==> src/rtl/change_dispenser.sv <==
// change_dispenser: greedy coin-change FSM (10/5/1 dollar coins) with finite stock.
//
// Ports:
//   clk, reset              clock (rising edge), asynchronous active-high reset
//   change_valid            request strobe, sampled only in IDLE
//   change_amount[7:0]      dollars owed for the request
//   refill                  reload all stock counters (IDLE only)
//   coin_ready              hopper accepts the presented coin
//   coin_valid, coin_out    presented coin and its denomination (0 when none)
//   busy                    request in progress
//   done, short             one-cycle completion pulse and shortfall flag
//   remain[7:0]             dollars still owed
//   stock10/stock5/stock1   coins on hand
module change_dispenser #(
    parameter int unsigned STOCK10 = 8,
    parameter int unsigned STOCK5  = 8,
    parameter int unsigned STOCK1  = 32
) (
    input  logic       clk,
    input  logic       reset,
    input  logic       change_valid,
    input  logic [7:0] change_amount,
    input  logic       refill,
    input  logic       coin_ready,
    output logic       coin_valid,
    output logic [7:0] coin_out,
    output logic       busy,
    output logic       done,
    output logic       short,
    output logic [7:0] remain,
    output logic [7:0] stock10,
    output logic [7:0] stock5,
    output logic [7:0] stock1
);

    localparam logic [7:0] Init10 = 8'(STOCK10);
    localparam logic [7:0] Init5  = 8'(STOCK5);
    localparam logic [7:0] Init1  = 8'(STOCK1);

    typedef enum logic [1:0] {StIdle, StSelect, StDispense, StFinish} state_e;

    state_e     state_q;
    logic       cv_q;
    logic [7:0] coin_q;
    logic       busy_q;
    logic       done_q;
    logic       short_q;
    logic [7:0] remain_q;
    logic [7:0] s10_q;
    logic [7:0] s5_q;
    logic [7:0] s1_q;
    logic [7:0] pick_d;

    // Largest denomination that fits the remainder and is in stock; 0 if none.
    always_comb begin
        pick_d = 8'd0;
        if (remain_q >= 8'd10 && s10_q != 8'd0) begin
            pick_d = 8'd10;
        end else if (remain_q >= 8'd5 && s5_q != 8'd0) begin
            pick_d = 8'd5;
        end else if (remain_q != 8'd0 && s1_q != 8'd0) begin
            pick_d = 8'd1;
        end
    end

    always_ff @(posedge clk or posedge reset) begin
        if (reset) begin
            state_q  <= StIdle;
            cv_q     <= 1'b0;
            coin_q   <= 8'd0;
            busy_q   <= 1'b0;
            done_q   <= 1'b0;
            short_q  <= 1'b0;
            remain_q <= 8'd0;
            s10_q    <= Init10;
            s5_q     <= Init5;
            s1_q     <= Init1;
        end else begin
            case (state_q)
                StIdle: begin
                    if (refill) begin
                        s10_q <= Init10;
                        s5_q  <= Init5;
                        s1_q  <= Init1;
                    end
                    if (change_valid) begin
                        remain_q <= change_amount;
                        short_q  <= 1'b0;
                        busy_q   <= 1'b1;
                        state_q  <= StSelect;
                    end
                end
                StSelect: begin
                    if (remain_q == 8'd0) begin
                        short_q <= 1'b0;
                        done_q  <= 1'b1;
                        state_q <= StFinish;
                    end else if (pick_d != 8'd0) begin
                        coin_q  <= pick_d;
                        cv_q    <= 1'b1;
                        state_q <= StDispense;
                    end else begin
                        short_q <= 1'b1;
                        done_q  <= 1'b1;
                        state_q <= StFinish;
                    end
                end
                StDispense: begin
                    if (coin_ready) begin
                        // coin_q <= remain_q and its stock was non-zero when picked.
                        remain_q <= remain_q - coin_q;
                        case (coin_q)
                            8'd10:   if (s10_q != 8'd0) s10_q <= s10_q - 8'd1;
                            8'd5:    if (s5_q != 8'd0) s5_q <= s5_q - 8'd1;
                            8'd1:    if (s1_q != 8'd0) s1_q <= s1_q - 8'd1;
                            default: ;
                        endcase
                        cv_q    <= 1'b0;
                        coin_q  <= 8'd0;
                        state_q <= StSelect;
                    end
                end
                StFinish: begin
                    done_q  <= 1'b0;
                    busy_q  <= 1'b0;
                    state_q <= StIdle;
                end
                default: state_q <= StIdle;
            endcase
        end
    end

    assign coin_valid = cv_q;
    assign coin_out   = coin_q;
    assign busy       = busy_q;
    assign done       = done_q;
    assign short      = short_q;
    assign remain     = remain_q;
    assign stock10    = s10_q;
    assign stock5     = s5_q;
    assign stock1     = s1_q;

endmodule

==> config.mk <==
export PLATFORM = sky130hd
export DESIGN_NAME = change_dispenser
export DESIGN_NICKNAME = d
export VERILOG_FILES = /design/src/rtl/change_dispenser.sv
export SDC_FILE = /design/constraint.sdc
export NUM_CORES = 1
export LEC_CHECK = 0
export BUFFER_PORTS_ARGS = -buffer_cell sky130_fd_sc_hd__buf_2
export CORE_MARGIN = 1
export CORE_UTILIZATION = 40
export CTS_BUF_LIST = sky130_fd_sc_hd__clkbuf_2
export CTS_CLUSTER_DIAMETER = 200
export CTS_CLUSTER_SIZE = 12
export DETAILED_ROUTE_END_ITERATION = 6
export MAX_ROUTING_LAYER = met4
export PLACE_DENSITY = 0.6
export SETUP_SLACK_MARGIN = 0.2
export SLEW_MARGIN = 20
export SYNTH_ARGS = -nofsm -noshare
export SYNTH_HDL_FRONTEND = slang
export SYNTH_SLANG_ARGS = --single-unit
export TNS_END_PERCENT = 100
==> constraint.sdc <==
create_clock -name clk -period 4.2 [get_ports clk]
set_input_delay 0.21 -clock clk [delete_from_list [all_inputs] [get_ports clk]]
set_output_delay 0.21 -clock clk [all_outputs]
set_load 0.005 [all_outputs]
== Yosys cells after proc, flatten, opt, wreduce, memory -nomap -nowiden ==
Index checks and enable logic that the tools add are counted.

* Add/subtract/negate cells: 4
* Multipliers: 0
* Div/mod/pow operators: 0
* Magnitude comparators: 2
* Eq/ne operators: 18
* Shift-type cells: 0
* Mux-type cells: 41
* Bitwise operators: 0
* Reductions and logical operators: 24

{| class="wikitable"
|+ Operators by type and width
! operator !! count
|-
| two-way mux 8 bit || 16
|-
| case mux 8 bit (2 select lines) || 5
|-
| nonzero test 8 bit || 5
|-
| subtractor 8 x 1 -> 8 bit, second input constant || 3
|-
| != test 2 bit, second input constant || 9
|-
| AND reduction 5 bit || 3
|-
| two-way mux 1 bit || 11
|-
| nonzero test 2 bit || 5
|-
| == test 8 x 1 -> 1 bit, second input constant || 1
|-
| == test 8 x 3 -> 1 bit, second input constant || 1
|-
| == test 8 x 4 -> 1 bit, second input constant || 1
|-
| >= comparator 8 x 3 -> 1 bit, second input constant || 1
|-
| >= comparator 8 x 4 -> 1 bit, second input constant || 1
|-
| zero test 8 bit || 1
|-
| case mux 1 bit (2 select lines) || 4
|-
| case mux 2 bit (4 select lines) || 1
|-
| subtractor 8 bit || 1
|-
| AND reduction 2 bit || 3
|-
| AND reduction 3 bit || 2
|-
| == test 2 bit, second input constant || 2
|-
| two-way mux 2 bit || 2
|-
| two-way mux 4 bit || 1
|-
| != test 2 x 1 -> 1 bit, second input constant || 2
|-
| AND reduction 4 bit || 1
|-
| other kinds (5) || 7
|}

* Register bits: 46
* Bits in latches: 0
* Memory bits (writable): 0
* ROM bits: 0
* Input port bits: 13
* Output and inout port bits: 44
* Logic and storage cells: 99
* Memories: 0

== Logic depth before layout (Yosys ltp) ==
Gate-level depths: netlist of the first run.

* Word-level depth: 9
* Gate-level depth with buffers: 8
* Mapped depth without buffers: 8

== Worst setup path before layout of the first run ==
No wires, ideal clock.

* Kind: register -> register
* Start point: register s1_q[3] (netlist: stock1[3])
* End point: register cv_q (netlist: coin_valid)
* Setup time: 0.121 ns
* Arrival time: 2.060 ns
* Data required time: 4.079 ns
* Setup slack: 2.019 ns
* Cell stages (with the launch flop): 7
* Path buffers: 1
* Clock period less this slack: 2.181 ns
* Cell sequence: dfrtp_1 > or4_4 > or4b_4 > buf_6 > a21oi_4 > nand2b_2 > a22o_1

* Longest elaborated chain between the ends: 8

{| class="wikitable"
|+ Ends and longest elaborated chain
! item !! line !! text
|-
| from (decl) || 51 || <nowiki>logic [7:0] s1_q;</nowiki>
|-
| from (signal assigned) || 77 || <nowiki>s1_q <= Init1;</nowiki>
|-
| from (signal assigned) || 84 || <nowiki>s1_q <= Init1;</nowiki>
|-
| from (signal assigned) || 115 || <nowiki>8'd1: if (s1_q != 8'd0) s1_q <= s1_q - 8'd1;</nowiki>
|-
| nonzero test 8 bit || 61 || <nowiki>end else if (remain_q != 8'd0 && s1_q != 8'd0) begin</nowiki>
|-
| logical AND 1 bit || 61 ||
|-
| two-way mux 1 bit || 61 ||
|-
| two-way mux 3 bit || 59 || <nowiki>end else if (remain_q >= 8'd5 && s5_q != 8'd0) begin</nowiki>
|-
| two-way mux 4 bit || 57 || <nowiki>if (remain_q >= 8'd10 && s10_q != 8'd0) begin</nowiki>
|-
| nonzero test 8 bit || 98 || <nowiki>end else if (pick_d != 8'd0) begin</nowiki>
|-
| != test 2 bit (no source line) || - ||
|-
| AND reduction 4 bit (no source line) || - ||
|-
| to (signal assigned) || 69 || <nowiki>cv_q <= 1'b0;</nowiki>
|-
| to (signal assigned) || 100 || <nowiki>cv_q <= 1'b1;</nowiki>
|-
| to (signal assigned) || 118 || <nowiki>cv_q <= 1'b0;</nowiki>
|-
| to (decl) || 43 || <nowiki>logic cv_q;</nowiki>
|}

No other way between the ends.
A chain may end at the register's enable or synchronous reset.

== Final worst setup path of the first run ==
* Start point: register state_q[0]
* End point: register s5_q[7] (netlist: stock5[7])

* Longest elaborated chain between the ends: 3
* Elaborated cells on any way between the ends: 9
* Those cells by class: eq/ne: 5; mux: 1; reduce/logical: 3

{| class="wikitable"
|+ Ends and longest elaborated chain
! item !! line !! text
|-
| from (decl) || 42 || <nowiki>state_e state_q;</nowiki>
|-
| from (signal assigned) || 68 || <nowiki>state_q <= StIdle;</nowiki>
|-
| from (signal assigned) || 90 || <nowiki>state_q <= StSelect;</nowiki>
|-
| from (signal assigned) || 97 || <nowiki>state_q <= StFinish;</nowiki>
|-
| == test 2 bit / zero test 2 bit (equally long branches) || 79 || <nowiki>case (state_q)</nowiki>
|-
| != test 2 x 1 -> 1 bit (no source line) (tied with other cells) || - ||
|-
| AND reduction 5 bit (no source line) || - ||
|-
| to (signal assigned) || 76 || <nowiki>s5_q <= Init5;</nowiki>
|-
| to (signal assigned) || 83 || <nowiki>s5_q <= Init5;</nowiki>
|-
| to (signal assigned) || 114 || <nowiki>8'd5: if (s5_q != 8'd0) s5_q <= s5_q - 8'd1;</nowiki>
|-
| to (decl) || 50 || <nowiki>logic [7:0] s5_q;</nowiki>
|}

Several ways; a longest one is shown, not always the timed one.

==> results of run 1 <==
## kinds of logic (layout without fill, tap and decap cells)
| kind of cell | Yosys count | after routing | synth area share, % |
|---|---|---|---|
| buffers and inverters | 31 | 79 | 5.98 |
| XOR/XNOR | 9 | 9 | 3.28 |
| other | 1 | 4 | 0.156 |
| multiplexers | 1 | 1 | 0.416 |
| AO/OA/AOI/OAI | 78 | 78 | 21.1 |
| flip-flops | 41 | 41 | 42.8 |
| adder cells (fa/ha/maj) | 8 | 8 | 4.47 |
| AND/OR/NAND/NOR | 97 | 97 | 21.7 |
## state kept, by name (all words and copies together) (netlist names)
| name | cells |
|---|---|
| done | 1 |
| stock10 | 8 |
| stock5 | 8 |
| coin_valid | 1 |
| state_q | 2 |
| remain | 8 |
| coin_out | 3 |
| short | 1 |
| stock1 | 8 |
| busy | 1 |
## metrics by stage
stage	setup slack [ns]	cells
after floorplan	2.02	269
after global placement	1.76	380
after detailed placement	1.68	380
after CTS	1.63	389
after global routing	1.45	389
final	1.67	389
## cell type report
type	instances	area share [%]
clock inverter	1	0.137
inverter	16	2.19
tap	72	3.28
clock buffer	7	1.28
multi-input combinational	197	45.2
timing repair buffer	55	10.4
sequential	41	37.5
## repair_timing
action,4_1_cts,5_1_grt
gates resized for setup,0,0
hold endpoints to repair,38,0
hold buffers,1,0
## worst max path at each step
stage	from	to	slack [ns]	cells after the start
floorplan	stock1[3]	coin_valid	2.02	6
global placement	state_q[0]	stock5[7]	1.76	5
detailed placement	state_q[0]	stock5[7]	1.68	5
CTS	state_q[0]	stock5[7]	1.63	5
global route	state_q[0]	stock5[7]	1.45	5
finish	state_q[0]	stock5[7]	1.67	5
## cells in the mapped netlist (6+ instances only)
library cell	instances	area share, %
xor2_1	8	2.9
nor2b_1	6	1.6
clkbuf_1	8	1.2
o31ai_1	6	1.9
inv_1	16	2.5
ha_1	7	3.6
nand2b_1	6	1.6
nor3_1	6	1.2
o21ai_0	20	4.2
nor2_1	29	4.5
nand2_1	18	2.8
a21oi_1	26	5.4
dfrtp_1	38	40
## where the power goes
part / total, uW / leakage, uW / switching (uW) / internal (uW)
Clock: 171 / 0.0000306 / 126 / 44.6
Sequential: 740 / 0.000521 / 199 / 541
Combinational: 973 / 0.000752 / 543 / 429
Total: 1880 / 0.00130 / 868 / 1020
## metal layers
| layer | up-vias | global-route usage [%] | wire length (um) |
|---|---|---|---|
| met4 | 0 | 6.91 | 110 |
| li1 | 1046 | - | - |
| met3 | 10 | 4.11 | 202 |
| met1 | 989 | 23.6 | 2580 |
| met2 | 52 | 29.1 | 2490 |
| met5 | - | - | 0 |
==> flow_summary.ini, run 1 <==
[run]
maxCapViolations = 0

[sta]
relSlewSlack_pct = 31.3
worst_pin_slew_ns = 1.02
finalHoldViolCount = 0
maxSlewViolCount = 0
finClkSkew_ns = 0.0231
setup_viol = 0
finalHoldWorstSlack_ns = 0.0750
fin_crit_ns = 2.53
fmax_mhz = 395
tns_ns = 0
finalCritPeriodShare_pct = 60.2
rsz0062_at_grt = false

[cells_and_area]
drive_above_1_share_pct = 24.3
seqCellArea_um2 = 1030
nFillCells = 582
final_area_um2 = 2750
nets = 337
multi_input_area_um2 = 1240
syn2layout_area_growth_pct = 14.2
layout_common_cells = buf_2, dfrtp_1, nor2_1
layout_commonest_cell = buf_2
antenna_cells = 0
finalCoreUtilization_pct = 48.7

[routing]
wl_mm = 5.39
drcViolationCount = 0
num_vias = 2097
post_drt_via_cell_ratio = 5.39
first_pass_iters = 4
wl_per_cell_um = 13.9
drtAntennaViolNets = 0
drtIter0Drc = 143

[hold_path]
hold_path_class = in -> reg
hold_path_depth = 2
holdPathEnd = state_q[1]
min_from = coin_ready

[grt]
grt_pass1_wl_mm = 8.83
overflow = 0
grt_start_max_net_pins = 42
grt_use_total_pct = 18.6
grt_pass1_vias = 1850
antenna_found_initial = 0

[logic_synthesis]
avgSynthCellArea_um2 = 9.04
netlist_instances = 266
ys_types = 56
synth_edf_count = 0
ys_async_sr_fraction_pct = 100
yosysSeqAreaShare_pct = 42.8
syn_area_um2 = 2400
synth_seq_cells = 41
synth-main-ff-cell = dfrtp_1
yosysWarnings = 0

[power_and_ir_drop]
powerDensity_nw_per_um2 = 686
peakVddDrop_mv = 0.318
finalPower_uw = 1880
leakagePower_uw = 0.00130

[floorplanning]
die_y_um = 79.5
coreArea_um2 = 5640
die_w_um = 79.5
io_pins = 57
dieArea_um2 = 6330
row_count = 27
floorplan.initialDensity_pct = 42.6

[clock_network]
path_clk_slew_ns = 0.19
cts_tree = yes
h-tree-depth = 2
cts_root_buf = clkbuf_2
cts_setup_buffers = 0
cts_sinks = 41
cts_made_buffers = 5
clockBufferDepth = 2
insertion_delay_ns = 0.40

[setup_path]
r2r-start = state_q[0]
crit_required_ns = 4.53
reg2reg_to = stock5[7]
path_buf_inv = 0
cp_max_fo = 16
worstPathArrival_ns = 2.86
max_stage_delay_ns = 0.77
crit_family = simple AND/OR/NAND/NOR gates
cp_slowest_cell = or4b_2
worstSetupEndpointType = flip-flop
regToRegSetupSlack_ns = 1.67
reg2reg_depth = 5
path_cells = nor2_1 > and2_1 > a41oi_1 > or4b_2 > a21oi_1
start_kind = flip-flop
path_class = reg -> reg

[place]
portBuffers = 52
gp_congestion = 0.821
place_area_um2 = 2700
hpwl_mm = 3.95

[run_status]
outcome = completed
(Power assumes the default switching activity.)
==> run 2: changes to the inputs <==
ABC_AREA = 1   (was default)
PLACE_DENSITY = 0.59   (was 0.6)
clock period = 2.6 ns   (was 4.2 ns; I/O delays follow)
==> run 2 against run 1 <==
The flow now finishes with violations (design-rule violations). Utilization decreased by 1.0 points. Register-to-register slack lost 0.98 ns. Area after synthesis rose by 13%. Largest power group unchanged.
==> flow_summary.ini, run 2 <==
[place]
hpwl_mm = 4.43
dpl_worst_slack_ns = 0.709
portBuffers = 52
gp_congestion = 0.815

[power_and_ir_drop]
p_int_uw = 1840
combinationalPowerShare_pct = 62.4
powerDensity_nw_per_um2 = 1240
p_clk_share_pct = 6.8
sw_frac_of_total_pct = 51.6
pwr-share-seq_pct = 30.8
leakagePower_uw = 0.00168
peakVddDrop_mv = 0.537
netSwitchingPower_uw = 1960

[clock_network]
cts_setup_buffers = 0
insertion_delay_ns = 0.39
clockBufferDepth = 2
cts_tree = yes
hold_buffers = 6
h-tree-depth = 2
cts_sinks = 41
path_clk_slew_ns = 0.20
cts_resized = 0
cts_root_buf = clkbuf_2
cts_made_buffers = 5

[routing]
wl_mm = 5.93
num_vias = 2365
drtAntennaViolNets = 0
drcViolationCount = 6
post_drt_via_cell_ratio = 4.85
wl_per_cell_um = 12.2
first_pass_iters = 6
drtIter0Drc = 95

[setup_path]
max_stage_delay_ns = 0.42
worstPathArrival_ns = 2.25
crit_required_ns = 2.95
worstSetupEndpointType = flip-flop
cp_common_cell = nand2_1
path_buf_inv = 2
cp_slowest_cell = dfrtp_1
cp_max_fo = 7
start_kind = flip-flop
path_class = reg -> reg
crit_family = simple AND/OR/NAND/NOR gates
path_cells = inv_1 > ha_1 > inv_1 > nor2_2 > nand2_1 > o21ai_1 > nand4_2 > nand2_1 > nand2_1 > nand2_1

[logic_synthesis]
yosysTopAreaCell = dfrtp_1
netlist_instances = 354
ys_types = 36
synth_commonest_cells = nand2_1, inv_1, dfrtp_1
ys_async_sr_fraction_pct = 100
yosysSeqAreaShare_pct = 37.8
synth_edf_count = 0
synth.most_common_cell = nand2_1
yosysWarnings = 0
synth_top_area_share_pct = 34.9
synth_seq_cells = 41
syn_area_um2 = 2720
netlist_top_cells_area = dfrtp_1, nand2_1, inv_1, nand3_1, nor2_1
avgSynthCellArea_um2 = 7.69
synth-main-ff-cell = dfrtp_1

[sta]
rsz0062_at_grt = false
setup_viol = 0
finalHoldViolCount = 0
finClkSkew_ns = 0.00928
tns_ns = 0
fin_crit_ns = 1.90
setup_slack_ns = 0.695
fmax_mhz = 525
relSlewSlack_pct = 64.0
finalCritPeriodShare_pct = 73.3
worst_pin_slew_ns = 0.540
maxSlewViolCount = 0

[cells_and_area]
antenna_cells = 0
multi_input_area_um2 = 1400
layout_common_cells = nand2_1, buf_2, inv_1
nFillCells = 662
syn2layout_area_growth_pct = 13.1
nets = 433
drive_above_1_share_pct = 23.6
layout_commonest_cell = nand2_1
seqCellArea_um2 = 1030

[floorplanning]
dieArea_um2 = 7140
coreArea_um2 = 6460
row_count = 29
die_w_um = 84.5
io_pins = 57
floorplan.initialDensity_pct = 42.2
die_y_um = 84.5

[grt]
grt_pass1_vias = 2302
grt_use_total_pct = 18.1
grt_pass1_wl_mm = 10.1
overflow = 0
grt_start_max_net_pins = 42
antenna_found_initial = 0

[run]
maxCapViolations = 0

[run_status]
outcome = complete, but fails checks
violations = design-rule violations

[hold_path]
hold_path_class = in -> reg
[run 2: changes by cell type in the layout (fill, tap and decap cells not counted), sizes merged, moves of 4 or more]
cell,change
a21oi,-20
o21ai,+16
nand3,+26
inv,+34
dlygate4sd3,+5
nand2,+84
nor2b,-6
nor4,-5
nor2,+7
nand4,+6
or3,-5
xor2,+4
nand2b,-7
o31ai,-4
[run 2: stage by stage]
stage,area [um^2],utilization (%),std cells,hold WS (ns),power (uW)
detailed placement,2990,46.3,476,0.302,3560
CTS,3080,47.7,488,0.00884,3850
floorplan,2730,-,357,0.276,3010
global placement,2990,46.3,476,0.296,3540
global route,3080,47.7,488,0.0213,4210
finish,3080,47.7,488,0.0312,3800
[run 2: kinds of logic after synthesis]
group / synth area share [%]
XOR/XNOR: 3.86
AND/OR/NAND/NOR: 31.3
AO/OA/AOI/OAI: 11.7
buffers and inverters: 11.2
flip-flops: 37.8
adder cells (fa/ha/maj): 3.95
other: 0.138
[run 2: worst register-to-register path, cell delays in order (launching register included)]
cell     delay, ns
dfrtp_1       0.42
inv_1         0.18
ha_1          0.26
inv_1         0.07
nor2_2        0.16
nand2_1       0.10
o21ai_1       0.20
nand4_2       0.19
nand2_1       0.16
nand2_1       0.07
nand2_1       0.06
[run 2: metal layers]
metal	track usage (%)	wire (um)	vias to the layer above
met2	28.8	2750	39
li1	-	-	1233
met4	5.86	63	0
met1	22.7	2890	1087
met5	-	0	-
met3	4.42	229	6
[run 2: final timing paths]
path,slack [ns],startpoint,endpoint,cells past startpoint
hold reg to reg,0.51,done,done,2
min in group asynchronous,0.37,reset,stock10[2],4
setup / recovery,0.70,stock5[0],coin_out[2],10
setup reg to reg,0.70,stock5[0],coin_out[2],10
max in group asynchronous,1.84,reset,stock1[5],4
hold / removal,0.03,change_amount[5],remain[5],5
[run 2: area by class of cell]
class	count	share of cell area (%)
Multi-Input combinational cell	254	45.4
Timing Repair Buffer	60	10.9
Clock buffer	5	0.813
Sequential cell	41	33.5
Tap cell	77	3.13
Clock inverter	1	0.163
Inverter	50	6.10
[run 2: power groups by stage]
stage / sequential (uW) / combinational, uW / clock (uW)
4_1_cts: 1170 / 2390 / 280
6_report: 1170 / 2370 / 258
5_1_grt: 1220 / 2700 / 297
2_1_floorplan: 1180 / 1840 / 0
3_3_place_gp: 1180 / 2350 / 0
3_5_place_dp: 1190 / 2370 / 0
